===== src/rtl/scpu_ctrl_if.sv =====
// Instruction-fetch and ALU operand/result bundle between the sequencer and its memory/ALU.
// master = sequencer side, slave = memory/ALU side.
interface scpu_ctrl_if #(
    parameter int PC_W = 6
);
    logic [PC_W-1:0] imem_addr;
    logic            imem_rd;
    logic [7:0]      imem_rdata;
    logic [1:0]      ctrl_op;
    logic [8:0]      ctrl_rs;
    logic [8:0]      ctrl_rd;
    logic [8:0]      ex_dout;

    modport master (
        output imem_addr,
        output imem_rd,
        input  imem_rdata,
        output ctrl_op,
        output ctrl_rs,
        output ctrl_rd,
        input  ex_dout
    );

    modport slave (
        input  imem_addr,
        input  imem_rd,
        output imem_rdata,
        input  ctrl_op,
        input  ctrl_rs,
        input  ctrl_rd,
        output ex_dout
    );
endinterface


===== src/rtl/scpu_ctrl.sv =====
// 8-bit CPU sequencer with 4x9 register file; LDI/JMP/HALT take 2 cycles from FETCH, ALU ops 3.
// No backpressure: imem answers one cycle after imem_rd and the ALU is combinational.
module scpu_ctrl #(
    parameter int PC_W = 6
) (
    input  logic            clk,
    input  logic            rst_n,
    input  logic            start,
    scpu_ctrl_if.master     bus,
    output logic            busy,
    output logic            halted,
    output logic [PC_W-1:0] pc,
    output logic            carry,
    input  logic [1:0]      dbg_sel,
    output logic [8:0]      dbg_data
);
    localparam logic [2:0] S_IDLE   = 3'd0;
    localparam logic [2:0] S_FETCH  = 3'd1;
    localparam logic [2:0] S_DECODE = 3'd2;
    localparam logic [2:0] S_EXEC   = 3'd3;
    localparam logic [2:0] S_HALT   = 3'd4;

    localparam logic [1:0] CL_ALU = 2'b00;
    localparam logic [1:0] CL_LDI = 2'b01;
    localparam logic [1:0] CL_JMP = 2'b10;

    logic [2:0]      state;
    logic [3:0][8:0] regs;
    logic [1:0]      ex_dst;
    logic [1:0]      op_q;
    logic [8:0]      rs_q;
    logic [8:0]      rd_q;

    logic [7:0]      ins;
    logic [PC_W-1:0] pc_inc;
    logic [PC_W-1:0] jmp_tgt;

    assign ins     = bus.imem_rdata;
    assign pc_inc  = pc + PC_W'(1);
    assign jmp_tgt = PC_W'(ins[5:0]);

    assign bus.imem_addr = pc;
    assign bus.imem_rd   = (state == S_FETCH);
    assign bus.ctrl_op   = op_q;
    assign bus.ctrl_rs   = rs_q;
    assign bus.ctrl_rd   = rd_q;

    assign busy     = (state == S_FETCH) || (state == S_DECODE) || (state == S_EXEC);
    assign dbg_data = regs[dbg_sel];

    // Operands are latched in DECODE so EXEC can overwrite a source when dd == ss.
    always_ff @(posedge clk or negedge rst_n) begin
        if (!rst_n) begin
            state  <= S_IDLE;
            pc     <= '0;
            regs   <= '0;
            carry  <= 1'b0;
            halted <= 1'b0;
            ex_dst <= 2'd0;
            op_q   <= 2'd0;
            rs_q   <= 9'd0;
            rd_q   <= 9'd0;
        end else begin
            case (state)
                S_IDLE: begin
                    if (start) state <= S_FETCH;
                end
                S_FETCH: begin
                    state <= S_DECODE;
                end
                S_DECODE: begin
                    case (ins[7:6])
                        CL_ALU: begin
                            op_q   <= ins[5:4];
                            rd_q   <= regs[ins[3:2]];
                            rs_q   <= regs[ins[1:0]];
                            ex_dst <= ins[3:2];
                            state  <= S_EXEC;
                        end
                        CL_LDI: begin
                            regs[ins[5:4]] <= {5'b0, ins[3:0]};
                            pc             <= pc_inc;
                            state          <= S_FETCH;
                        end
                        CL_JMP: begin
                            pc    <= jmp_tgt;
                            state <= S_FETCH;
                        end
                        default: begin
                            halted <= 1'b1;
                            state  <= S_HALT;
                        end
                    endcase
                end
                S_EXEC: begin
                    regs[ex_dst] <= bus.ex_dout;
                    carry        <= bus.ex_dout[8];
                    pc           <= pc_inc;
                    state        <= S_FETCH;
                end
                S_HALT: begin
                    if (start) begin
                        halted <= 1'b0;
                        pc     <= '0;
                        state  <= S_FETCH;
                    end
                end
                default: begin
                    state <= S_IDLE;
                end
            endcase
        end
    end
endmodule


===== src/flat_wrapper.sv =====
// flat-port wrapper written by rule: the top's interface ports become plain ports
module scpu_ctrl_flat 
#(
    parameter int PC_W = 6
)
  (clk, rst_n, start, busy, halted, pc, carry, dbg_sel, dbg_data, bus_imem_addr, bus_imem_rd, bus_imem_rdata, bus_ctrl_op, bus_ctrl_rs, bus_ctrl_rd, bus_ex_dout);
  scpu_ctrl_if #(.PC_W(PC_W)) bus_i ();
  input  logic clk;
  input  logic rst_n;
  input  logic start;
  output logic busy;
  output logic halted;
  output logic [PC_W-1:0] pc;
  output logic carry;
  input  logic [1:0] dbg_sel;
  output logic [8:0] dbg_data;
  output wire logic [$bits(bus_i.imem_addr)-1:0] bus_imem_addr;
  output wire logic [$bits(bus_i.imem_rd)-1:0] bus_imem_rd;
  input wire logic [$bits(bus_i.imem_rdata)-1:0] bus_imem_rdata;
  output wire logic [$bits(bus_i.ctrl_op)-1:0] bus_ctrl_op;
  output wire logic [$bits(bus_i.ctrl_rs)-1:0] bus_ctrl_rs;
  output wire logic [$bits(bus_i.ctrl_rd)-1:0] bus_ctrl_rd;
  input wire logic [$bits(bus_i.ex_dout)-1:0] bus_ex_dout;
  assign bus_imem_addr = bus_i.imem_addr;
  assign bus_imem_rd = bus_i.imem_rd;
  assign bus_i.imem_rdata = bus_imem_rdata;
  assign bus_ctrl_op = bus_i.ctrl_op;
  assign bus_ctrl_rs = bus_i.ctrl_rs;
  assign bus_ctrl_rd = bus_i.ctrl_rd;
  assign bus_i.ex_dout = bus_ex_dout;
  scpu_ctrl #(.PC_W(PC_W)) u_core (.clk(clk), .rst_n(rst_n), .start(start), .bus(bus_i), .busy(busy), .halted(halted), .pc(pc), .carry(carry), .dbg_sel(dbg_sel), .dbg_data(dbg_data));
endmodule

===== config.mk =====
export PLATFORM = sky130hd
export DESIGN_NAME = scpu_ctrl_flat
export DESIGN_NICKNAME = d
export VERILOG_FILES = /design/src/rtl/scpu_ctrl_if.sv /design/src/rtl/scpu_ctrl.sv /design/src/flat_wrapper.sv
export SDC_FILE = /design/constraint.sdc
export NUM_CORES = 1
export LEC_CHECK = 0
export BUFFER_PORTS_ARGS = -buffer_cell sky130_fd_sc_hd__buf_2
export CORE_MARGIN = 5
export CORE_UTILIZATION = 30
export DETAILED_ROUTE_END_ITERATION = 10
export MAX_ROUTING_LAYER = met4
export PLACE_DENSITY_LB_ADDON = 0.3
export SYNTH_ARGS = -nofsm -noshare
export SYNTH_HDL_FRONTEND = slang
export SYNTH_SLANG_ARGS = --single-unit

===== constraint.sdc =====
create_clock -name clk -period 2 [get_ports clk]
set_input_delay 0.4 -clock clk [delete_from_list [all_inputs] [get_ports clk]]
set_output_delay 0.4 -clock clk [all_outputs]
set_load 0.05 [all_outputs]

## After elaboration in Yosys (flattened, before gate mapping)

Index checks and enable logic that the tools add are counted.
Widths: inputs -> output; s select.

| operators by class | value |
|---|---|
| add/sub/neg operators | 1 |
| multiply operators | 0 |
| div/mod/pow operators | 0 |
| magnitude comparators | 7 |
| eq/ne operators | 11 |
| shift-type cells | 0 |
| muxes and demuxes | 23 |
| bitwise logic cells | 0 |
| reduce and logical (&&, ||, !) cells | 16 |

Operator list:

| kind | number |
|---|---|
| $bwmux 36 | 2 |
| $pmux 36 s2 | 1 |
| $bmux 9 s2 | 3 |
| $mux 9 | 5 |
| $demux 9 s2 | 2 |
| $mux 36 | 1 |
| $pmux 6 s3 | 1 |
| $lt 2x3->1 const B | 5 |
| $pmux 3 s4 | 1 |
| $pmux 6 s2 | 1 |
| $add 6x1->6 const B | 1 |
| $eq 3x2->1 const B | 2 |
| $mux 6 | 1 |
| $ne 2x2->1 const B | 3 |
| $pmux 3 s2 | 1 |
| $reduce_and 3->1 | 2 |
| $ge 2x1->1 const B | 2 |
| $reduce_and 2->1 | 2 |
| $reduce_bool 2->1 | 2 |
| $reduce_or 2->1 | 2 |
| $eq 3x1->1 const B | 1 |
| $eq 3x3->1 const B | 1 |
| $logic_not 3->1 | 1 |
| $mux 3 | 1 |
| 11 further kinds | 14 |

| storage, ports and cells | value |
|---|---|
| register bits after elaboration | 69 |
| bits in latches | 0 |
| memory bits (writable) | 0 |
| ROM bits | 0 |
| input bits | 22 |
| output and inout port bits | 45 |
| word-level logic and storage cells | 70 |
| memories | 0 |

## Logic depth before layout (Yosys ltp)

Gate-level depths: netlist (run 1).

| logic depth | value |
|---|---|
| depth in word-level cells | 7 |
| mapped depth | 8 |

## Worst setup path after synthesis (run 1)

No wires, ideal clock.

| timing | value |
|---|---|
| path kind | input-to-reg |
| start point | input bus_imem_rdata[6] |
| end point | register u_core.pc[4], in the netlist u_core.bus.imem_addr[4] |
| arrival | 1.662 ns |
| data required time | 1.906 ns |
| setup slack | 0.244 ns |
| stages on the path | 6 |
| path buffers | 0 |
| path through | inv_1 ha_1 or2_2 a32oi_4 o21ai_0 a211oi_1 |

| on the way | value |
|---|---|
| longest elaborated chain between the ends | 3 |

RTL lines:

| item | line | source |
|---|---|---|
| start, declared | flat_wrapper.sv:19 | `input wire logic [$bits(bus_i.imem_rdata)-1:0] bus_imem_rdata;` |
| $eq 2x2->1 or $eq 2x1->1 (tied branches) | scpu_ctrl.sv:72 | `case (ins[7:6])` |
| $pmux 6 s2 or $ne 3x3->1 (tied branches) | -- |  |
| $pmux 6 s3 or $reduce_and 3->1 (tied branches) | -- |  |
| end signal, assigned | scpu_ctrl.sv:82 | `pc <= pc_inc;` |
| end signal, assigned | scpu_ctrl.sv:86 | `pc <= jmp_tgt;` |
| end signal, assigned | scpu_ctrl.sv:98 | `pc <= pc_inc;` |
| end, declared | scpu_ctrl.sv:12 | `output logic [PC_W-1:0] pc,` |

Parallel ways exist; a longest one is shown, timed or not.
A chain may end at the register's enable or synchronous reset.

## Worst setup path in the final report (run 1)

| timing | value |
|---|---|
| start point | register u_core.state[1] |
| end point | output busy |

| on the way | value |
|---|---|
| longest elaborated chain between the ends | 3 |

RTL lines:

| item | line | source |
|---|---|---|
| start, declared | scpu_ctrl.sv:27 | `logic [2:0] state;` |
| start signal, assigned | scpu_ctrl.sv:54 | `state <= S_IDLE;` |
| start signal, assigned | scpu_ctrl.sv:66 | `if (start) state <= S_FETCH;` |
| start signal, assigned | scpu_ctrl.sv:69 | `state <= S_DECODE;` |
| $eq 3x1->1 or $eq 3x2->1 (tied branches) | scpu_ctrl.sv:48 | `assign busy = (state == S_FETCH) \|\| (state == S_DECODE) \|\| (state == S_EXEC);` |
| $logic_or 1x1->1 | scpu_ctrl.sv:48 |  |
| $logic_or 1x1->1 * | scpu_ctrl.sv:48 |  |
| end, declared | flat_wrapper.sv:11 | `output logic busy;` |

Every way passes the cells marked *; elsewhere a longest branch is shown, timed or not.

==> impl_results.md, run 1 <==
- WL final: ~10 mm
- Die Y: 124 um
- Area fraction of the dominant cell type after synthesis: 0.441
- Mux share of post-synthesis cell area: 0.229
- Row count: a little over 40
- Worst slew margin: 0.661
- Maximum clock path buffer count: 2
- Register area share after synthesis: 0.441
- Number of synthesized flops with an enable pin: 0
- Top cells by count, synth: dfrtp_1, nand2_1, o21ai_0
- Fin. max-slew vios: 0
- Post-layout util: 0.377
- CP Max Fanout: 10
- Worst Tran Pin Value: roughly 0.5 ns
- Pin count of the biggest net entering global routing: 70
- Area growth, synth to finish: 22.3%
- Post-synthesis adder-cell area fraction: 0.0192
- CP required: between 1.5 and 2 ns
- Reg clk slew, reported paths: approximately 0.060 ns
- Critical path origin: u_core.state[1]
- TritonRoute pass-1 iters: 4
- Total gr overflow: 0
- Final-stage net count: between 400 and 500
- Yosys reg bits: between 60 and 70
- Top post-synthesis cells by area: dfrtp_1, mux4_2, mux2_2
- VDD IR-drop max: 0.000772 V
- Final Cycle Share: 0.936
- Data arrival, critical path: 1.47 ns
- Routed WL per cell: 17.6 um
- Fmax: 0.534 GHz
- Skew-Pair Late Insertion Delay: roughly 0.33 ns
- Setup tns final: 0 ns
- R2r startpoint: u_core.state[1]
- Root Buffer: clkbuf_16
- CTS tree: yes
- Gr usage total: 0.140
- Maxcap violations: 0
- Routed vias/inst: ~5.0
- Number of global-route vias before repair: between 2,000 and 3,000
- Top_reg_cell synth: dfrtp_1
- Diode count: 0
- Synth Area in Compound Gates: 0.128
- Fin worst setup slack: 0.129 ns
- Unrepaired setup endpoints after global routing: no
- TritonCTS buffer count: 9
- First-pass GRT wire length: approximately 17 mm
- Critical path type: register to primary output
- Post-synthesis average cell area: between 10 and 15 um^2
- Antenna violations before repair: 0
- Status: finished, final reports clean
- Core Region: about 13,000 um^2
- Placed cells: 563
- Startpoint Class: register
- Die area: between 15,000 and 20,000 um^2
- Worst hold path type: primary input to async pin
- Minimum clock period: about 1.9 ns
- Residual DRC count: 0
- P per Cell Area: between 1500 and 2000 nW/um^2
- Synth Area in Simple Gates: 0.136
- # IOs: between 60 and 70
- Cell variety after synth: 52
- Combinational family with the most area after synthesis: multiplexers
- Leakage power: about 2.2 nW
- Starting Density: 0.308
- Endpoint type of the worst setup path: primary output
- Post-synth ARST share: 1.00
- Final Hold Viols: 0
- H-tree depth: 3
- Syn_nets: approximately 370
- Final setup viols: 0
- Most common cell in the netlist: dfrtp_1
- Mapped Cells: roughly 340
- Post-Synth XOR/XNOR Area: 0.00223
- Synth area leader: dfrtp_1
- Initial DRC count: between 150 and 200
- TritonCTS Sinks: just under 70
- Cell Area, Synth: between 3000 and 4000 um^2
- Ys Warns: 0
- Vias: roughly 2,900
- Die Width: 124 um
- Layout cells sized above 1: 0.396
- Final non-filler cell total: 579
- Port buffer count: 66
- Dpl ws: about 0.08 ns
- Dpl hpwl: about 7.3 mm
- Final ANT Viol Nets: 0
- Clock skew: 0.00496 ns
- Placer congestion estimate: around 0.79
- CTS Hold Bufs: 0
-- routing by layer --
metal  up-vias  track usage  share of wire
li1       1376            -              -
met1      1460        0.178           0.44
met2        69        0.221           0.50
met3         9       0.0334          0.047
met4         0       0.0445          0.013
met5         -            -              0
-- final timing paths --
kind	slack, ns	cells after the start	endpoint
setup / recovery	0.13	3	busy
hold / removal	0.09	2	u_core.bus.ctrl_rd[5]
setup reg to reg	0.22	4	u_core.regs[10]
hold reg to reg	0.50	1	u_core.bus.ctrl_rd[3]
max in group asynchronous	1.59	2	u_core.state[0]
min in group clk	0.33	3	u_core.regs[23]
-- final cells by class --
cell class	count	area (um^2)
fill	1291	7930
multi-input combinational	235	2030
sequential	69	1730
timing repair buffer	82	488
clock buffer	11	253
tap	172	215
clock inverter	5	58.8
inverter	5	18.8
-- kinds of logic after synthesis --
group                      after synthesis
AOI/OAI and AO/OA                       72
xor gates and xnor gates                 1
adders and majority gates                6
buffers and inverters                   33
DFF                                     69
muxes                                   53
and+or+nand+nor                        103
-- stage by stage --
stage	cell area [um^2]	hold WS (ns)	total power [mW]
floorplan	3920	0.104	5.34
CTS	4780	0.0999	7.88
global route	4790	0.115	8.27
global placement	4470	0.457	6.12
finish	4790	0.0867	7.81
detailed placement	4470	0.460	6.20
-- power by group --
| group | switching, mW | total (mW) | internal, mW |
|---|---|---|---|
| clock | 0.601 | 1.63 | 1.03 |
| sequential | 0.615 | 2.60 | 1.99 |
| combinational | 2.26 | 3.58 | 1.32 |
| total | 3.47 | 7.81 | 4.34 |
-- state kept, by name, summed over array words and instances, names as in the netlist --
| register | cells |
|---|---|
| u_core.halted | 1 |
| u_core.bus.imem_addr | 6 |
| u_core.bus.ctrl_rs | 9 |
| u_core.carry | 1 |
| u_core.state | 3 |
| u_core.regs | 36 |
| u_core.bus.ctrl_rd | 9 |
| u_core.ex_dst | 2 |
| u_core.bus.ctrl_op | 2 |
-- cells in the final DEF (no fill, tap or decap), types with 4 or more instances in the layout --
cell / synthesis / final
clkbuf_16: 0 / 9
buf_4: 6 / 13
a21oi_1: 6 / 6
inv_1: 5 / 5
and3b_1: 4 / 4
buf_2: 12 / 66
a21o_1: 9 / 9
dfrtp_1: 69 / 68
o21ai_0: 29 / 29
ha_1: 6 / 6
a22o_1: 10 / 10
nand3_1: 5 / 5
nor2_1: 14 / 14
nand2_1: 52 / 52
mux4_2: 27 / 27
mux2_2: 23 / 23
-- critical path, cell delays in order (launching register included) --
cell and delay [ns]:
dfrtp_1 0.59, nor2_4 0.13, nor2_1 0.14, buf_2 0.28
-- repair_timing --
action	CTS	global route
setup buffers	0	0
gates resized for setup	0	3
setup endpoints to repair	0	2
No activity file was read; power rests on OpenSTA's default activity.
==> run 2: changes to the inputs <==
--- a/config.mk
+++ b/config.mk
@@ -7,7 +7,8 @@
 export LEC_CHECK = 0
 export BUFFER_PORTS_ARGS = -buffer_cell sky130_fd_sc_hd__buf_2
 export CORE_MARGIN = 5
-export CORE_UTILIZATION = 30
+export CORE_UTILIZATION = 60
+export CTS_BUF_LIST = sky130_fd_sc_hd__clkbuf_4
 export DETAILED_ROUTE_END_ITERATION = 10
 export MAX_ROUTING_LAYER = met4
 export PLACE_DENSITY_LB_ADDON = 0.3
==> constraint.sdc (replaced) <==
create_clock -name clk -period 2.4 [get_ports clk]
set_input_delay 0.48 -clock clk [delete_from_list [all_inputs] [get_ports clk]]
set_output_delay 0.48 -clock clk [all_outputs]
set_load 0.05 [all_outputs]
==> impl_results.md, run 2 (synthesis gave the netlist of run 1 again) <==
- Status: finished, final reports clean
- Final Cycle Share: 0.939
- Net Sw Power: 2.83 mW (-19%)
- P per Cell Area: 1340 nW/um^2 (-18%)
- Post-cts resize count: 0 (unchanged)
- Core Region: 6350 um^2 (-50%)
- # IOs: 67 (unchanged)
- Final setup viols: 0 (unchanged)
- Number of flip-flops in the largest register: 36 (unchanged)
- Final Hold Viols: 0 (unchanged)
- Gr usage total: 0.242 (+0.102)
- Antenna violations before repair: 0 (unchanged)
- Worst slew margin: 0.612 (-0.0494)
- Number of global-route vias before repair: 3,027 (+0.97%)
- CP required: 1.92 ns (+0.32 ns)
- CTS tree: yes
- TritonRoute pass-1 iters: 5 (+1)
- Clock skew: 0.0155 ns (+0.0105 ns)
- Layout cells sized above 1: 0.382 (-0.0140)
- Reg clk slew, reported paths: 0.12 ns (+0.06 ns)
- Clock power frac: 0.148 (-0.061)
- Data arrival, critical path: 1.77 ns (+0.30 ns)
- Die Y: 90.8 um (-27%)
- Commonest non-fill, non-tap cell in the layout: dfrtp_1
- Routed WL per cell: 19.5 um (+11%)
- Commonest cells after routing, fill and taps aside: dfrtp_1, buf_2, nand2_1
- Die Width: 90.8 um (-27%)
- First-pass GRT wire length: 15.4 mm (-7.9%)
- Worst Tran Pin Value: 0.582 ns (+0.0740 ns)
- Fillers: 474 (-63%)
- Skew-Pair Late Insertion Delay: 0.43 ns (+0.10 ns)
- Unrepaired setup endpoints after global routing: no
- Die area: 8250 um^2 (-47%)
- Residual DRC count: 0 (unchanged)
- Total gr overflow: 0 (unchanged)
- Minimum clock period: ~2.3 ns
- Vias: 3,037 (+4.2%)
- Int Pwr: 3.13 mW (-28%)
- Area growth, synth to finish: 13.2%
- Critical path type: register to primary output
- Initial DRC count: 175 (+0.57%)
- Switching Fraction: 0.475 (+0.0303)
- CP Max Fanout: 14 (+4)
- Worst hold path type: primary input to async pin
- Diode count: 0 (unchanged)
- Final-stage net count: 424 (-1.4%)
- TritonCTS buffer count: 9 (unchanged)
- Starting Density: 0.617 (+0.309)
- Fin. max-slew vios: 0 (unchanged)
- R2r startpoint: u_core.state[0]
- Leakage power: 2.07 nW (-5.0%)
- Comb power frac: 0.487 (+0.029)
- Fmax: ~0.44 GHz
- VDD IR-drop max: 0.00106 V (+37%)
- Post-layout util: 0.698 (+0.321)
- WL final: 9.33 mm (-8.5%)
- Port buffer count: 66 (unchanged)
- Routed vias/inst: 6.35 (+26%)
- Endpoint type of the worst setup path: primary output
- Placer congestion estimate: 0.866 (+9.2%)
- Final ANT Viol Nets: 0 (unchanged)
- CTS Hold Bufs: 0 (unchanged)
- Top reg by flops: u_core.regs
- TritonCTS Sinks: 69 (unchanged)
- Post CTS Setup Buffer Count: 0 (unchanged)
- H-tree depth: 3 (unchanged)
- Row count: 29 (-29%)
- Startpoint Class: register
- Power consumption: 5.96 mW (-24%)
- Fin worst setup slack: 0.147 ns (+0.0180 ns)
- Dpl hpwl: 6.46 mm (-11%)
- Finished Cell Area: 4430 um^2 (-7.5%)
- Root Buffer: clkbuf_4
- Sequential share of power: 0.365 (+0.032)
- Maxcap violations: 0 (unchanged)
- Critical path origin: u_core.state[0]
- Pin count of the biggest net entering global routing: 27 (-61%)
- Dpl ws: 0.236 ns (+0.156 ns)
- Cell Area, Placed: 4270 um^2 (-4.5%)
- Setup tns final: 0 ns (unchanged)
- Maximum clock path buffer count: 2 (unchanged)
## run 2: critical path: stages, from the launching register on
cell	delay [ns]
dfrtp_1	0.73
nor2_2	0.18
nor2_1	0.15
buf_2	0.28
## run 2: metal layers
metal	GRT usage	vias to the layer above	wire length, um
li1	-	1367	-
met1	0.324	1495	4060
met2	0.362	155	4410
met3	0.0617	20	662
met4	0.0819	0	187
met5	-	-	0
## run 2: per-stage QoR
step                      hold WS [ns]  cells
after floorplan                  0.184    337
after global placement           0.485    462
after detailed placement         0.491    462
after CTS                       0.0346    478
after global routing            0.0559    478
final                           0.0383    478
## run 2: power by group through the flow
stage | sequential (mW) | combinational (mW) | clock, mW
final | 2.18 | 2.90 | 0.879
after global routing | 2.24 | 3.09 | 0.961
after CTS | 2.16 | 2.91 | 0.895
after detailed placement | 2.18 | 2.90 | 0
after global placement | 2.13 | 2.85 | 0
after floorplan | 2.61 | 1.84 | 0
## run 2: worst paths after layout
path                                    endpoint  cells after the start  slack [ns]
hold / removal             u_core.bus.ctrl_rs[0]                      1        0.04
hold reg to reg            u_core.bus.ctrl_rs[1]                      1        0.51
setup / recovery                            busy                      3        0.15
setup reg to reg                 u_core.regs[12]                      4        0.44
max in group asynchronous        u_core.regs[14]                      2        1.61
min in group clk                 u_core.regs[24]                      3        0.29
## run 2: layout make-up
class | count | area (um^2) | share of cell area
sequential | 69 | 1730 | 0.389
tap | 77 | 96.3 | 0.0217
clock inverter | 7 | 97.6 | 0.0220
inverter | 5 | 18.8 | 0.00423
multi-input combinational | 235 | 2020 | 0.456
timing repair buffer | 76 | 405 | 0.0914
clock buffer | 9 | 67.6 | 0.0152
==> run 3: changes to the inputs <==
--- a/config.mk
+++ b/config.mk
@@ -6,12 +6,15 @@
 export NUM_CORES = 1
 export LEC_CHECK = 0
 export BUFFER_PORTS_ARGS = -buffer_cell sky130_fd_sc_hd__buf_2
+export CELL_PAD_IN_SITES_DETAIL_PLACEMENT = 0
+export CELL_PAD_IN_SITES_GLOBAL_PLACEMENT = 1
 export CORE_MARGIN = 5
-export CORE_UTILIZATION = 60
+export CORE_UTILIZATION = 50
 export CTS_BUF_LIST = sky130_fd_sc_hd__clkbuf_4
 export DETAILED_ROUTE_END_ITERATION = 10
 export MAX_ROUTING_LAYER = met4
 export PLACE_DENSITY_LB_ADDON = 0.3
+export SLEW_MARGIN = 10
 export SYNTH_ARGS = -nofsm -noshare
 export SYNTH_HDL_FRONTEND = slang
 export SYNTH_SLANG_ARGS = --single-unit
==> impl_results.md, run 3 (synthesis gave the netlist of run 1 again) <==
- Status: finished, final reports clean
- Int Pwr: 3.23 mW (+3.2%)
- Placer congestion estimate: 0.804 (-7.1%)
- Maxcap violations: 0 (unchanged)
- Total gr overflow: 0 (unchanged)
- Die Width: 98.5 um (+8.5%)
- Layout cells sized above 1: 0.383 (+0.000954)
- VDD IR-drop max: 0.000748 V (-29%)
- Routed vias/inst: 5.74 (-9.7%)
- Gr usage total: 0.205 (-0.0364)
- Cell Area, Placed: 4310 um^2 (+1.0%)
- R2R Setup Slk: 0.44 ns (about the same)
- Commonest cells after routing, fill and taps aside: dfrtp_1, buf_2, nand2_1
- Fin worst setup slack: 0.248 ns (+0.101 ns)
- Skew-Pair Late Insertion Delay: 0.41 ns (-0.02 ns)
- Port buffer count: 66 (unchanged)
- Routed WL per cell: 18.5 um (-5.3%)
- Critical path type: register to primary output
- Die area: 9710 um^2 (+18%)
- Fillers: 696 (+47%)
- Residual DRC count: 0 (unchanged)
- Top reg by flops: u_core.regs
- Post-cts resize count: 0 (unchanged)
- Area of the multi-input gates: 2020 um^2 (unchanged)
- Number of flip-flops in the largest register: 36 (unchanged)
- Comb power frac: 0.483 (-0.004)
- Final Cycle Share: 0.897 (-0.0421)
- Startpoint Class: register
- First-pass GRT wire length: 15.3 mm (-0.58%)
- Finished Cell Area: 4490 um^2 (+1.3%)
- Reg clk slew, reported paths: 0.12 ns (about the same)
- Data arrival, critical path: 1.67 ns (-0.10 ns)
- GRT met2 Usage: 0.324 (-0.0380)
- Placed cells: 487 (+5.4%)
- Worst Hold Slack: 0.0185 ns (-0.0198 ns)
- GR peak layer: met2
- Final Hold Viols: 0 (unchanged)
- Number of global-route vias before repair: 2,972 (-1.8%)
- Row count: 32 (+10%)
- Maximum clock path buffer count: 2 (unchanged)
- CP Max Fanout: 14 (unchanged)
- H-tree depth: 3 (unchanged)
- Final-stage net count: 424 (unchanged)
- Final non-filler cell total: 502 (+5.0%)
- Fmax: 0.465 GHz (+4.7%)
- TritonRoute pass-1 iters: 5 (unchanged)
- Final ANT Viol Nets: 0 (unchanged)
- CTS tree: yes
- Grt met3 use: 0.0297 (-0.0319)
- Clock skew: 0.0270 ns (+0.0115 ns)
- Sequential share of power: 0.358 (-0.007)
- Worst slew margin: 0.571 (-0.0414)
- Commonest non-fill, non-tap cell in the layout: dfrtp_1
- Starting Density: 0.510 (-0.107)
- TritonCTS buffer count: 9 (unchanged)
- Post-layout util: 0.584 (-0.114)
- Power consumption: 5.99 mW (+0.54%)
- Antenna violations before repair: 0 (unchanged)
- Root Buffer: clkbuf_4
- P per Cell Area: 1330 nW/um^2 (-0.78%)
- Post CTS Setup Buffer Count: 0 (unchanged)
- Dpl ws: 0.288 ns (+0.0525 ns)
- Dpl hpwl: 6.53 mm (+1.1%)
- Switching Fraction: 0.461 (-0.0140)
- CTS Hold Bufs: 0 (unchanged)
- Worst hold path type: primary input to async pin
- GRT met1 Usage: 0.275 (-0.0489)
- Pin count of the biggest net entering global routing: 52 (+93%)
- Initial DRC count: 165 (-5.7%)
- Core Region: 7690 um^2 (+21%)
- Fin. max-slew vios: 0 (unchanged)
- Vias: 2,879 (-5.2%)
- Endpoint type of the worst setup path: primary output
- Seq. cell area: 1730 um^2 (unchanged)
- Diode count: 0 (unchanged)
- Clock power frac: 0.159 (+0.011)
- Area growth, synth to finish: 14.7%
- Minimum clock period: 2.15 ns (-0.101 ns)
- # IOs: 67 (unchanged)
- Net Sw Power: 2.76 mW (-2.4%)
- Die Y: 98.5 um (+8.5%)
- Leakage power: 2.09 nW (+0.82%)
- Unrepaired setup endpoints after global routing: no
- CP required: 1.92 ns (about the same)
- WL final: 9.28 mm (-0.54%)
- Final setup viols: 0 (unchanged)
- Setup tns final: 0 ns (unchanged)
- TritonCTS Sinks: 69 (unchanged)
- Worst Tran Pin Value: 0.641 ns (+0.0587 ns)
[run 3: final timing paths]
kind	start	end	cells past startpoint
worst max-delay path	u_core.state[0]	busy	3
worst min-delay path	rst_n	u_core.regs[1]	1
worst max register to register	u_core.state[0]	u_core.regs[3]	4
worst min register to register	u_core.carry	u_core.carry	1
max in group asynchronous	rst_n	u_core.bus.ctrl_rd[8]	2
min in group clk	bus_ex_dout[7]	u_core.regs[16]	3
[run 3: layer usage]
metal	wire length, um	vias to the layer above
met5	0	-
met4	134	0
met3	482	14
met2	4540	69
met1	4120	1440
li1	-	1356
[run 3: power by group through the flow]
| stage | clock network [mW] | logic, mW | registers, mW |
|---|---|---|---|
| finish | 0.954 | 2.89 | 2.14 |
| global route | 1.02 | 3.10 | 2.23 |
| CTS | 0.980 | 2.92 | 2.14 |
| detailed placement | 0 | 2.91 | 2.17 |
| global placement | 0 | 2.87 | 2.14 |
| floorplan | 0 | 1.84 | 2.61 |
[run 3: critical path: stages (launching register included)]
cell and delay (ns):
dfrtp_1 0.70, nor2_2 0.19, nor2_1 0.12, buf_2 0.27
[run 3: final cells by class]
class                      count  share of cell area
timing repair buffer          76              0.0930
clock inverter                 6              0.0251
tap                          102              0.0284
sequential                    69               0.384
multi-input combinational    235               0.450
clock buffer                   9              0.0150
inverter                       5             0.00418
